**config.mk**
```make
export PLATFORM = sky130hd
export DESIGN_NAME = mac_array_seq
export DESIGN_NICKNAME = d
export VERILOG_FILES = /design/src/rtl/mac_array_seq.sv
export SDC_FILE = /design/constraint.sdc
export NUM_CORES = 1
export LEC_CHECK = 0
export CORE_MARGIN = 5
export CORE_UTILIZATION = 30
export DETAILED_ROUTE_END_ITERATION = 6
export SYNTH_ARGS = -nofsm -noshare
export SYNTH_HDL_FRONTEND = slang
export SYNTH_SLANG_ARGS = --single-unit
```
**constraint.sdc**
```tcl
create_clock -name clk -period 6.5 [get_ports clk]
set_input_delay 1.3 -clock clk [delete_from_list [all_inputs] [get_ports clk]]
set_output_delay 1.3 -clock clk [all_outputs]
set_load 0.05 [all_outputs]
```
**src/rtl/mac_array_seq.sv**
```systemverilog
// mac_array_seq: sequences kernel load and activation streaming for the
// stacked mac_row array, skews the per-row instruction by one cycle per row
// and counts south-edge valids to detect drain completion.
module mac_array_seq #(
  parameter int unsigned row     = 8,
  parameter int unsigned addr_bw = 11,
  parameter int unsigned len_bw  = 8
) (
  input  logic                 clk,
  input  logic                 reset,
  input  logic                 start,
  input  logic [len_bw-1:0]    kload_len,
  input  logic [len_bw-1:0]    exec_len,
  input  logic [addr_bw-1:0]   wbase,
  input  logic [addr_bw-1:0]   xbase,
  input  logic                 ofifo_full,
  input  logic                 valid_in,
  output logic                 mem_ren,
  output logic [addr_bw-1:0]   mem_addr,
  output logic                 mem_sel,
  output logic [2*row-1:0]     inst_rows,
  output logic                 busy,
  output logic                 done
);

  // One extra bit so "count + 1" and "valid count" never wrap against a length.
  localparam int unsigned CNT_W = len_bw + 1;

  typedef enum logic [2:0] {
    S_IDLE, S_KLOAD, S_GAP, S_EXEC, S_DRAIN, S_DONE
  } state_t;

  state_t             r_state;
  logic [len_bw-1:0]  r_klen;
  logic [len_bw-1:0]  r_elen;
  logic [addr_bw-1:0] r_xbase;
  logic [addr_bw-1:0] r_addr;
  logic [len_bw-1:0]  r_k;
  logic [CNT_W-1:0]   r_vcnt;
  logic               r_busy;
  logic               r_done;
  logic [1:0]         r_inst [row];

  logic               w_kload_issue;
  logic               w_exec_issue;
  logic [CNT_W-1:0]   w_k_next;
  logic               w_last_k;
  logic               w_last_x;
  logic [CNT_W-1:0]   w_vcnt_sum;
  logic               w_drained;
  logic               w_vcnt_inc;

  // EXEC issue reacts to ofifo_full in the same cycle so a full FIFO never
  // receives a read it cannot absorb.
  assign w_kload_issue = (r_state == S_KLOAD);
  assign w_exec_issue  = (r_state == S_EXEC) && !ofifo_full;
  assign w_k_next      = CNT_W'(r_k) + CNT_W'(1);
  assign w_last_k      = (w_k_next == CNT_W'(r_klen));
  assign w_last_x      = (w_k_next == CNT_W'(r_elen));
  assign w_vcnt_sum    = r_vcnt + CNT_W'(valid_in);
  assign w_drained     = (w_vcnt_sum >= CNT_W'(r_elen));
  assign w_vcnt_inc    = valid_in && (r_vcnt < CNT_W'(r_elen));

  assign mem_ren  = w_kload_issue | w_exec_issue;
  assign mem_sel  = (r_state == S_EXEC);
  assign mem_addr = r_addr;
  assign busy     = r_busy;
  assign done     = r_done;

  // Main sequencer: phase control, address/issue counters, valid counter.
  always_ff @(posedge clk or negedge reset) begin
    if (!reset) begin
      r_state <= S_IDLE;
      r_klen  <= '0;
      r_elen  <= '0;
      r_xbase <= '0;
      r_addr  <= '0;
      r_k     <= '0;
      r_vcnt  <= '0;
      r_busy  <= 1'b0;
      r_done  <= 1'b0;
    end else begin
      r_done <= 1'b0;
      case (r_state)
        S_IDLE: begin
          r_vcnt <= '0;
          if (start) begin
            r_klen  <= kload_len;
            r_elen  <= exec_len;
            r_xbase <= xbase;
            r_addr  <= wbase;
            r_k     <= '0;
            r_busy  <= 1'b1;
            r_state <= (kload_len == '0) ? S_GAP : S_KLOAD;
          end
        end
        S_KLOAD: begin
          r_addr <= r_addr + addr_bw'(1);
          r_k    <= r_k + len_bw'(1);
          if (w_last_k) r_state <= S_GAP;
        end
        S_GAP: begin
          r_addr <= r_xbase;
          r_k    <= '0;
          if (r_elen == '0) begin
            r_state <= S_DONE;
            r_done  <= 1'b1;
          end else begin
            r_state <= S_EXEC;
          end
        end
        S_EXEC: begin
          if (w_vcnt_inc) r_vcnt <= w_vcnt_sum;
          if (w_exec_issue) begin
            r_addr <= r_addr + addr_bw'(1);
            r_k    <= r_k + len_bw'(1);
            if (w_last_x) r_state <= S_DRAIN;
          end
        end
        S_DRAIN: begin
          if (w_vcnt_inc) r_vcnt <= w_vcnt_sum;
          if (w_drained) begin
            r_state <= S_DONE;
            r_done  <= 1'b1;
          end
        end
        S_DONE: begin
          r_busy  <= 1'b0;
          r_state <= S_IDLE;
        end
        default: r_state <= S_IDLE;
      endcase
    end
  end

  // Instruction skew chain: base register lags the issue by one cycle to
  // match read latency, each further row lags one more cycle.
  always_ff @(posedge clk or negedge reset) begin
    if (!reset) begin
      for (int i = 0; i < int'(row); i++) r_inst[i] <= 2'b00;
    end else begin
      r_inst[0] <= {w_exec_issue, w_kload_issue};
      for (int i = 1; i < int'(row); i++) r_inst[i] <= r_inst[i-1];
    end
  end

  // Flatten the chain onto the per-row instruction bus.
  always_comb begin
    inst_rows = '0;
    for (int i = 0; i < int'(row); i++) inst_rows[2*i +: 2] = r_inst[i];
  end

endmodule

```
==> results.py, run 1 <==
metrics = {
    "worst_setup_path": {
        "crit_path_start": "ofifo_full",
        "reg2reg_depth": 12,
        "crit_type": "input pin to output port",
        "endpoint": "mem_ren",
        "r2r_slack_ps": 3870,
        "crit_path_max_fanout": 8,
        "r2r-start": "r_vcnt[0]",
        "cp.required_ps": 5200,
        "end_kind": "output port",
        "r2r_end": "r_state[0]",
        "start_kind": "input pin",
        "cp.arrival_ps": 3050,
    },
    "pwr": {
        "p_leak_nw": 2.33,
        "ir_worst_vdd_v": 0.000160,
        "pwr_density_cell_nw_per_um2": 491,
    },
    "global_route": {
        "grt-ovfl-total": 0,
        "grt_max_degree": 77,
        "grt_usage_pct": 13.5,
        "antenna_found_initial": 0,
        "grt_pass1_vias": 3496,
        "grt_pass1_wl_mm": 17.6,
    },
    "route": {
        "via_per_inst": 5.08,
        "vias": 3413,
        "firstDrtPassIters": 4,
        "drt_iter0_markers": 268,
        "drtAntennaViolNets": 0,
        "wl_per_cell_um": 15.9,
        "routed_wl_mm": 10.7,
        "drc": 0,
    },
    "sta": {
        "rsz0062_at_grt": "false",
        "holdWs_ps": 373,
        "fmax_mhz": 230,
        "finalHoldViolCount": 0,
        "setup_viol": 0,
        "maxSlewViolCount": 0,
        "tns_ps": 0,
        "fin_crit_sh_pct": 66.9,
        "relSlewSlack_pct": 34.1,
        "tightest_slew_ps": 989,
        "min_period_ps": 4350,
        "finalClockSkew_ps": 6.86,
    },
    "logic_synthesis": {
        "ys_ff_latch": 76,
        "syn_inst": 419,
        "synth_edf_count": 0,
        "ys_warn_count": 0,
        "synthesis.nets": 481,
        "syn_area_um2": 4160,
        "synth-async-reset-ratio_pct": 100,
        "synth_top_area_share_pct": 45.7,
        "ys_top_cells_by_area": "dfrtp_1, ha_1, mux2_1, nand2_1, nor2_1",
        "yosysTopAreaCell": "dfrtp_1",
        "synth_ff_type": "dfrtp_1",
        "ys_seq_area_share_pct": 45.7,
        "synth_cell_types": 56,
        "syn_avg_cell_area_um2": 9.93,
    },
    "floorplan": {
        "rows": 43,
        "io-pin-count": 74,
        "die_area_um2": 16300,
        "core_area_um2": 13700,
        "dieHeight_um": 128,
        "initial_core_util_pct": 30.3,
        "die_w_um": 128,
    },
    "cells_and_area": {
        "drive_gt1_share_pct": 6.50,
        "area_growth_pct": 29.0,
        "fin_nets": 550,
        "antenna_cells": 0,
    },
    "cts": {
        "cts_sinks": 76,
        "clk_path_buf_depth": 2,
        "cts_tree": "built",
        "hold_buffers": 0,
        "root_buffer": "clkbuf_16",
        "cts_buffers": 9,
        "clk_pin_slew_ps": 60,
        "htreeDepth": 3,
        "cts_resized": 0,
        "post_cts_buffers": 0,
        "clk_latency_ps": 340,
    },
    "outcome": {
        "status": "complete, no violations",
    },
    "place": {
        "place_hpwl_mm": 8.01,
        "io_buffer_count": 73,
        "globalplace.congestion": 0.840,
    },
    "min_path": {
        "hold_path_class": "flip-flop to flip-flop",
        "hold_path_depth": 0,
    },
    "run": {
        "cap_violations": 0,
    },
}
-- registers in the layout, summed over array words and instances, names as in the netlist --
register / flops
done: 1
r_elen: 8
busy: 1
r_vcnt: 9
r_xbase: 11
mem_addr: 11
inst_rows: 16
r_k: 8
r_state: 3
r_klen: 8
-- stage by stage --
step / std cells / cell area (um2) / util, % / power (mW) / worst slack (ps)
floorplan: 419 / 4160 / - / 1.71 / 3220
global placement: 657 / 5050 / 36.8 / 2.08 / 2200
detailed placement: 657 / 5050 / 36.8 / 2.11 / 2160
CTS: 672 / 5370 / 39.1 / 2.66 / 2150
global route: 672 / 5370 / 39.1 / 2.82 / 2060
finish: 672 / 5370 / 39.1 / 2.64 / 2150
-- cells by family after synthesis --
logic type / count (synthesis) / synth area share [%]
buffers and inverters: 33 / 3.28
adders and majority gates: 19 / 5.71
and+or+nand+nor: 135 / 16.2
AOI/OAI and AO/OA: 106 / 16.7
xor gates and xnor gates: 24 / 5.41
muxes: 26 / 6.92
DFF: 76 / 45.7
-- metal layers --
| metal | part of all wire, % | global-route usage, % | vias to the layer above |
|---|---|---|---|
| li1 | - | - | 1667 |
| met1 | 46 | 17.6 | 1655 |
| met2 | 47 | 21.5 | 71 |
| met3 | 3.9 | 2.75 | 20 |
| met4 | 2.7 | 6.24 | 0 |
| met5 | 0 | 0 | - |
-- power breakdown --
group	internal, mW	total [mW]	switching (mW)
Sequential	0.656	0.856	0.200
Combinational	0.471	1.24	0.770
Clock	0.344	0.539	0.194
-- cells in the final DEF (no fill, tap or decap), types with 11 or more instances in the layout --
cell / synthesis / final
dfrtp_1: 76 / 76
clkdlybuf4s50_1: 0 / 72
nand2_1: 39 / 39
nor2_1: 31 / 31
mux2_1: 20 / 20
ha_1: 19 / 19
a21oi_1: 18 / 18
o21ai_0: 18 / 18
nand3_1: 17 / 17
o21ai_1: 16 / 16
and3_1: 15 / 15
inv_1: 11 / 11
xnor2_1: 11 / 11
xor2_1: 11 / 11
-- synth_stat cells (all sizes together), types with 2 or more instances --
library cell  instances
nor3                  4
a22oi                 2
and3                 15
buf                  10
xor2                 12
a211oi                6
nor2                 32
nor4                  4
mux2i                 4
xnor2                12
a221oi                6
clkbuf                7
o211ai                2
o22ai                 2
o31ai                 4
ha                   19
a31oi                 8
inv                  16
nand2                39
o21ai                35
nand4                 4
dfrtp                76
nand3                18
a21oi                18
or4                   2
mux2                 22
and2                  2
a21o                  2
or3                   2
a22o                  6
nand2b                5
nor3b                 5
o221ai                2
o21a                  3
-- critical path, cell delays in order --
cell and delay [ps]:
clkdlybuf4s50_1 450, nand2_1 90, nand2_1 190, inv_2 190, clkdlybuf4s50_1 830
-- final cells by class --
cell class / instances / area (um2)
Fill cell: 1332 / 8350
Multi-Input combinational cell: 310 / 2120
Sequential cell: 76 / 1900
Timing Repair Buffer: 75 / 743
Clock buffer: 11 / 243
Tap cell: 180 / 225
Clock inverter: 4 / 73.8
Inverter: 16 / 60.1
-- worst min-delay path by stage --
stage,from,end,slack (ps)
floorplan,r_xbase[8],r_xbase[8],460
global placement,inst_rows[0],inst_rows[2],360
detailed placement,inst_rows[10],inst_rows[12],360
CTS,inst_rows[10],inst_rows[12],380
global route,inst_rows[7],inst_rows[9],380
finish,inst_rows[10],inst_rows[12],370
No activity file was read; power rests on OpenSTA's default activity.
==> inputs of run 2 (changes only) <==
clock period = 3.9 ns   (was 6.5 ns; I/O delays follow)
==> run 2 against run 1 <==
  * Sequential share of layout area grew 0.083 points
  * Clock power grew 50%
  * Critical path depth is the same
  * Wire length grew 4.7%
  * Sequential power grew 65%
  * Cell count grew 0.45%
  * Combinational power grew 70%
  * Via count grew 1.9%
  * Largest power group unchanged
==> results.py, run 2 (synthesis results as in run 1) <==
metrics = {
    "worst_setup_path": {
        "start_kind": "input pin",
        "r2r-start": "r_vcnt[0]",
        "r2r_slack_ps": 1230,
        "reg2reg_depth": 12,
        "crit_type": "input pin to output port",
        "crit_path_max_fanout": 8,
        "cp.arrival_ps": 2510,
        "end_kind": "output port",
        "r2r_end": "r_state[0]",
        "cp.required_ps": 3120,
        "crit_path_start": "ofifo_full",
    },
    "pwr": {
        "cellInternalPower_mw": 2.35,
        "seqPwrFrac_pct": 32.6,
        "p_comb_share_pct": 48.8,
        "clockPowerShare_pct": 18.6,
        "p_sw_mw": 1.98,
        "ir_worst_vdd_v": 0.000279,
        "switching_share_pct": 45.7,
        "finalPower_mw": 4.33,
        "pwr_density_cell_nw_per_um2": 809,
        "p_leak_nw": 2.32,
    },
    "outcome": {
        "status": "complete, no violations",
    },
    "cts": {
        "htreeDepth": 3,
        "clk_latency_ps": 340,
        "post_cts_buffers": 0,
        "clk_path_buf_depth": 2,
        "cts_resized": 0,
        "cts_sinks": 76,
        "root_buffer": "clkbuf_16",
        "cts_buffers": 9,
        "clk_pin_slew_ps": 60,
        "hold_buffers": 0,
        "cts_tree": "built",
    },
    "sta": {
        "setup_viol": 0,
        "holdWs_ps": 374,
        "relSlewSlack_pct": 33.8,
        "min_period_ps": 3290,
        "fmax_mhz": 304,
        "tightest_slew_ps": 993,
        "maxSlewViolCount": 0,
        "tns_ps": 0,
        "fin_crit_sh_pct": 84.5,
        "finalClockSkew_ps": 5.70,
        "finalHoldViolCount": 0,
        "rsz0062_at_grt": "false",
    },
    "min_path": {
        "hold_path_class": "flip-flop to flip-flop",
        "hold_path_depth": 0,
        "hold_end": "inst_rows[5]",
        "hold_start": "inst_rows[3]",
    },
    "route": {
        "via_per_inst": 5.15,
        "drt_iter0_markers": 223,
        "wl_per_cell_um": 16.6,
        "routed_wl_mm": 11.2,
        "firstDrtPassIters": 4,
        "drc": 0,
        "vias": 3478,
        "drtAntennaViolNets": 0,
    },
    "cells_and_area": {
        "layout_common_cells": "dfrtp_1, clkdlybuf4s50_1, nand2_1",
        "fin_nets": 552,
        "largest_reg_flops": 16,
        "fillers": 1387,
        "area_growth_pct": 28.7,
        "antenna_cells": 0,
        "mostFrequentLayoutCell": "dfrtp_1",
        "multi_input_area_um2": 2120,
        "seqCellArea_um2": 1900,
        "drive_gt1_share_pct": 7.27,
    },
    "global_route": {
        "grt-ovfl-total": 0,
        "grt_pass1_wl_mm": 18.2,
        "grt_usage_pct": 14.0,
        "grt_max_degree": 77,
        "grt_pass1_vias": 3580,
        "antenna_found_initial": 0,
    },
    "floorplan": {
        "die_w_um": 128,
        "dieHeight_um": 128,
        "rows": 43,
        "core_area_um2": 13700,
        "io-pin-count": 74,
        "die_area_um2": 16300,
        "initial_core_util_pct": 30.3,
    },
    "place": {
        "io_buffer_count": 73,
        "globalplace.congestion": 0.906,
        "place_hpwl_mm": 8.33,
    },
    "run": {
        "cap_violations": 0,
    },
}
-- run 2: cell types whose count changed in the layout (fill, tap and decap cells not counted), sizes merged --
cell,change
bufinv,-2
clkinvlp,+3
buf,+2
-- run 2: routing by layer --
metal  GRT usage, %  vias up  routed length, um
li1               -     1663                  -
met1           17.7     1704               5130
met2           23.1       91               5330
met3           2.54       20                414
met4           6.87        0                310
met5              0        -                  0
-- run 2: through the flow --
step | cells | setup slack, ps | area [um2] | util, %
detailed placement | 659 | 325 | 5070 | 36.9
global route | 675 | 481 | 5360 | 39.1
CTS | 675 | 602 | 5360 | 39.1
finish | 675 | 605 | 5360 | 39.1
floorplan | 419 | 1140 | 4160 | -
global placement | 659 | 489 | 5070 | 36.9
-- run 2: critical path: stages --
cell	delay, ps
clkdlybuf4s50_1	450
nand2_1	90
nand2_1	180
inv_2	190
clkdlybuf4s50_1	830
-- run 2: final cells by class --
class,count,share of cell area [%]
clock buffer,11,4.72
clock inverter,5,0.677
inverter,16,1.12
multi-input combinational,310,39.6
sequential,76,35.5
tap,180,4.20
timing repair buffer,77,14.2
-- run 2: power groups by stage --
stage          logic, mW  registers [mW]  clock network (mW)
2_1_floorplan       1.12            1.73                   0
3_3_place_gp        2.08            1.41                   0
3_5_place_dp        2.12            1.42                   0
4_1_cts             2.13            1.41               0.830
5_1_grt             2.31            1.46               0.855
6_report            2.11            1.41               0.807
-- run 2: how the worst max path moves through the flow --
stage                 endpoint  slack, ps  depth (start not counted)
floorplan           r_state[0]       1140                         12
global placement    r_state[0]        490                         13
detailed placement  r_state[0]        330                         13
CTS                    mem_ren        600                          5
global route        r_state[0]        480                         13
finish                 mem_ren        610                          5
==> inputs of run 3 (changes only) <==
clock period = 2.7 ns   (was 3.9 ns; I/O delays follow)
==> run 3 against run 2 <==
  * Non-clock buffer count rose by 16
  * Clock skew barely moved
  * Flip-flop and latch count did not move
  * Critical path type is now input pin to flip-flop
  * Largest cell class unchanged
==> results.py, run 3 (synthesis results as in run 1) <==
metrics = {
    "floorplan": {
        "dieHeight_um": 128,
        "die_w_um": 128,
        "io-pin-count": 74,
        "die_area_um2": 16300,
        "core_area_um2": 13700,
        "rows": 43,
        "initial_core_util_pct": 30.3,
    },
    "sta": {
        "holdWs_ps": 211,
        "finalClockSkew_ps": 5.38,
        "fmax_mhz": 390,
        "setup_viol": 0,
        "min_period_ps": 2570,
        "relSlewSlack_pct": 48.2,
        "maxSlewViolCount": 0,
        "tightest_slew_ps": 774,
        "tns_ps": 0,
        "rsz0062_at_grt": "false",
        "finalHoldViolCount": 0,
        "fin_crit_sh_pct": 95.1,
    },
    "cells_and_area": {
        "mostFrequentLayoutCell": "dfrtp_1",
        "fillers": 1348,
        "layout_common_cells": "dfrtp_1, clkdlybuf4s50_1, nand2_1",
        "stdcell_count": 691,
        "drive_gt1_share_pct": 10.8,
        "area_growth_pct": 32.7,
        "antenna_cells": 0,
        "largest_reg_flops": 16,
        "fin_nets": 568,
        "utilization_pct": 40.3,
    },
    "global_route": {
        "grt_usage_pct": 14.1,
        "grt_pass1_vias": 3652,
        "grt-ovfl-total": 0,
        "grt_pass1_wl_mm": 18.4,
        "grt_max_degree": 48,
        "antenna_found_initial": 0,
    },
    "worst_setup_path": {
        "reg2reg_depth": 13,
        "cp.required_ps": 2900,
        "r2r_end": "done",
        "cp.arrival_ps": 2770,
        "start_kind": "input pin",
        "r2r-start": "r_vcnt[0]",
        "crit_type": "input pin to flip-flop",
        "crit_path_max_fanout": 2,
        "r2r_slack_ps": 140,
        "end_kind": "flip-flop",
    },
    "cts": {
        "clk_pin_slew_ps": 60,
        "cts_tree": "built",
        "cts_sinks": 76,
        "cts_buffers": 9,
        "hold_buffers": 0,
        "htreeDepth": 3,
        "clk_path_buf_depth": 2,
        "clk_latency_ps": 340,
        "root_buffer": "clkbuf_16",
    },
    "place": {
        "dpl.cell_count": 674,
        "place_hpwl_mm": 8.54,
        "io_buffer_count": 73,
        "globalplace.congestion": 0.874,
    },
    "pwr": {
        "p_comb_share_pct": 49.1,
        "p_leak_nw": 2.41,
        "cellInternalPower_mw": 3.58,
        "ir_worst_vdd_v": 0.000543,
        "clockPowerShare_pct": 18.9,
        "seqPwrFrac_pct": 32.1,
        "switching_share_pct": 44.4,
        "pwr_density_cell_nw_per_um2": 1160,
        "p_sw_mw": 2.86,
    },
    "route": {
        "routed_wl_mm": 11.2,
        "drc": 0,
        "drtAntennaViolNets": 0,
        "wl_per_cell_um": 16.2,
        "drt_iter0_markers": 140,
        "wl_met3_um": 463,
        "via_per_inst": 5.16,
        "vias": 3568,
        "highest_layer": "met4",
        "firstDrtPassIters": 4,
        "wl_met2_mm": 5.44,
        "routedLengthMet1_mm": 5.03,
    },
    "min_path": {
        "hold_path_class": "input pin to asynchronous set/reset pin",
    },
    "run": {
        "cap_violations": 0,
    },
    "outcome": {
        "status": "complete, no violations",
    },
}
## run 3: changes by cell type in the layout (fill, tap and decap cells not counted), moves of 2 or more
cell | previous run | this run
buf_4 | 5 | 21
and3_1 | 15 | 13
buf_12 | 0 | 2
clkinvlp_4 | 3 | 1
clkbuf_1 | 0 | 3
and3_4 | 0 | 2
clkdlybuf4s50_1 | 72 | 69
## run 3: area by class of cell
class	instances	area, um2	area share, %
Inverter	16	60.1	1.09
Multi-Input combinational cell	310	2140	38.8
Sequential cell	76	1900	34.4
Clock inverter	3	46.3	0.838
Timing Repair Buffer	93	897	16.2
Tap cell	180	225	4.08
Clock buffer	13	250	4.53
## run 3: metrics by stage
step / worst slack [ps] / area (um2) / total power [mW]
detailed placement: -491 / 5200 / 5.23
global placement: -407 / 5200 / 5.14
CTS: 126 / 5520 / 6.49
floorplan: 183 / 4160 / 4.11
global route: 4.45 / 5520 / 6.85
finish: 133 / 5520 / 6.43
## run 3: repair_timing
| action | in CTS | in global routing |
|---|---|---|
| resized for setup | 4 | 1 |
| setup endpoints to repair | 2 | 2 |
| pin swaps | 8 | 1 |
| buffers inserted | 1 | 0 |
## run 3: worst max-delay path by stage
stage                         start         end  slack [ps]
after floorplan            valid_in  r_state[0]         180
after global placement     valid_in  r_state[0]        -410
after detailed placement   valid_in  r_state[0]        -490
after CTS                  valid_in        done         130
after global routing      r_vcnt[0]        done           4
final                      valid_in        done         130
## run 3: layer usage
| metal | GRT usage [%] | vias up |
|---|---|---|
| met5 | 0 | - |
| met2 | 23.5 | 85 |
| met1 | 17.7 | 1749 |
| li1 | - | 1707 |
| met3 | 2.79 | 27 |
| met4 | 5.93 | 0 |
## run 3: power by group through the flow
stage,Combinational [mW],Sequential [mW],Clock [mW]
after global routing,3.43,2.14,1.28
after detailed placement,3.16,2.07,0
final,3.16,2.06,1.21
after floorplan,1.61,2.50,0
after global placement,3.09,2.05,0
after CTS,3.18,2.06,1.25
## run 3: worst max-delay path: stages
cell and delay, ps:
dlygate4sd2_1 220, ha_2 190, and3_4 180, and3_4 180, nand3_1 90, xnor2_1 220
ha_1 270, buf_4 140, buf_4 120, a21oi_1 150, a311oi_2 140, buf_4 160
a21oi_1 110, nor2_1 60
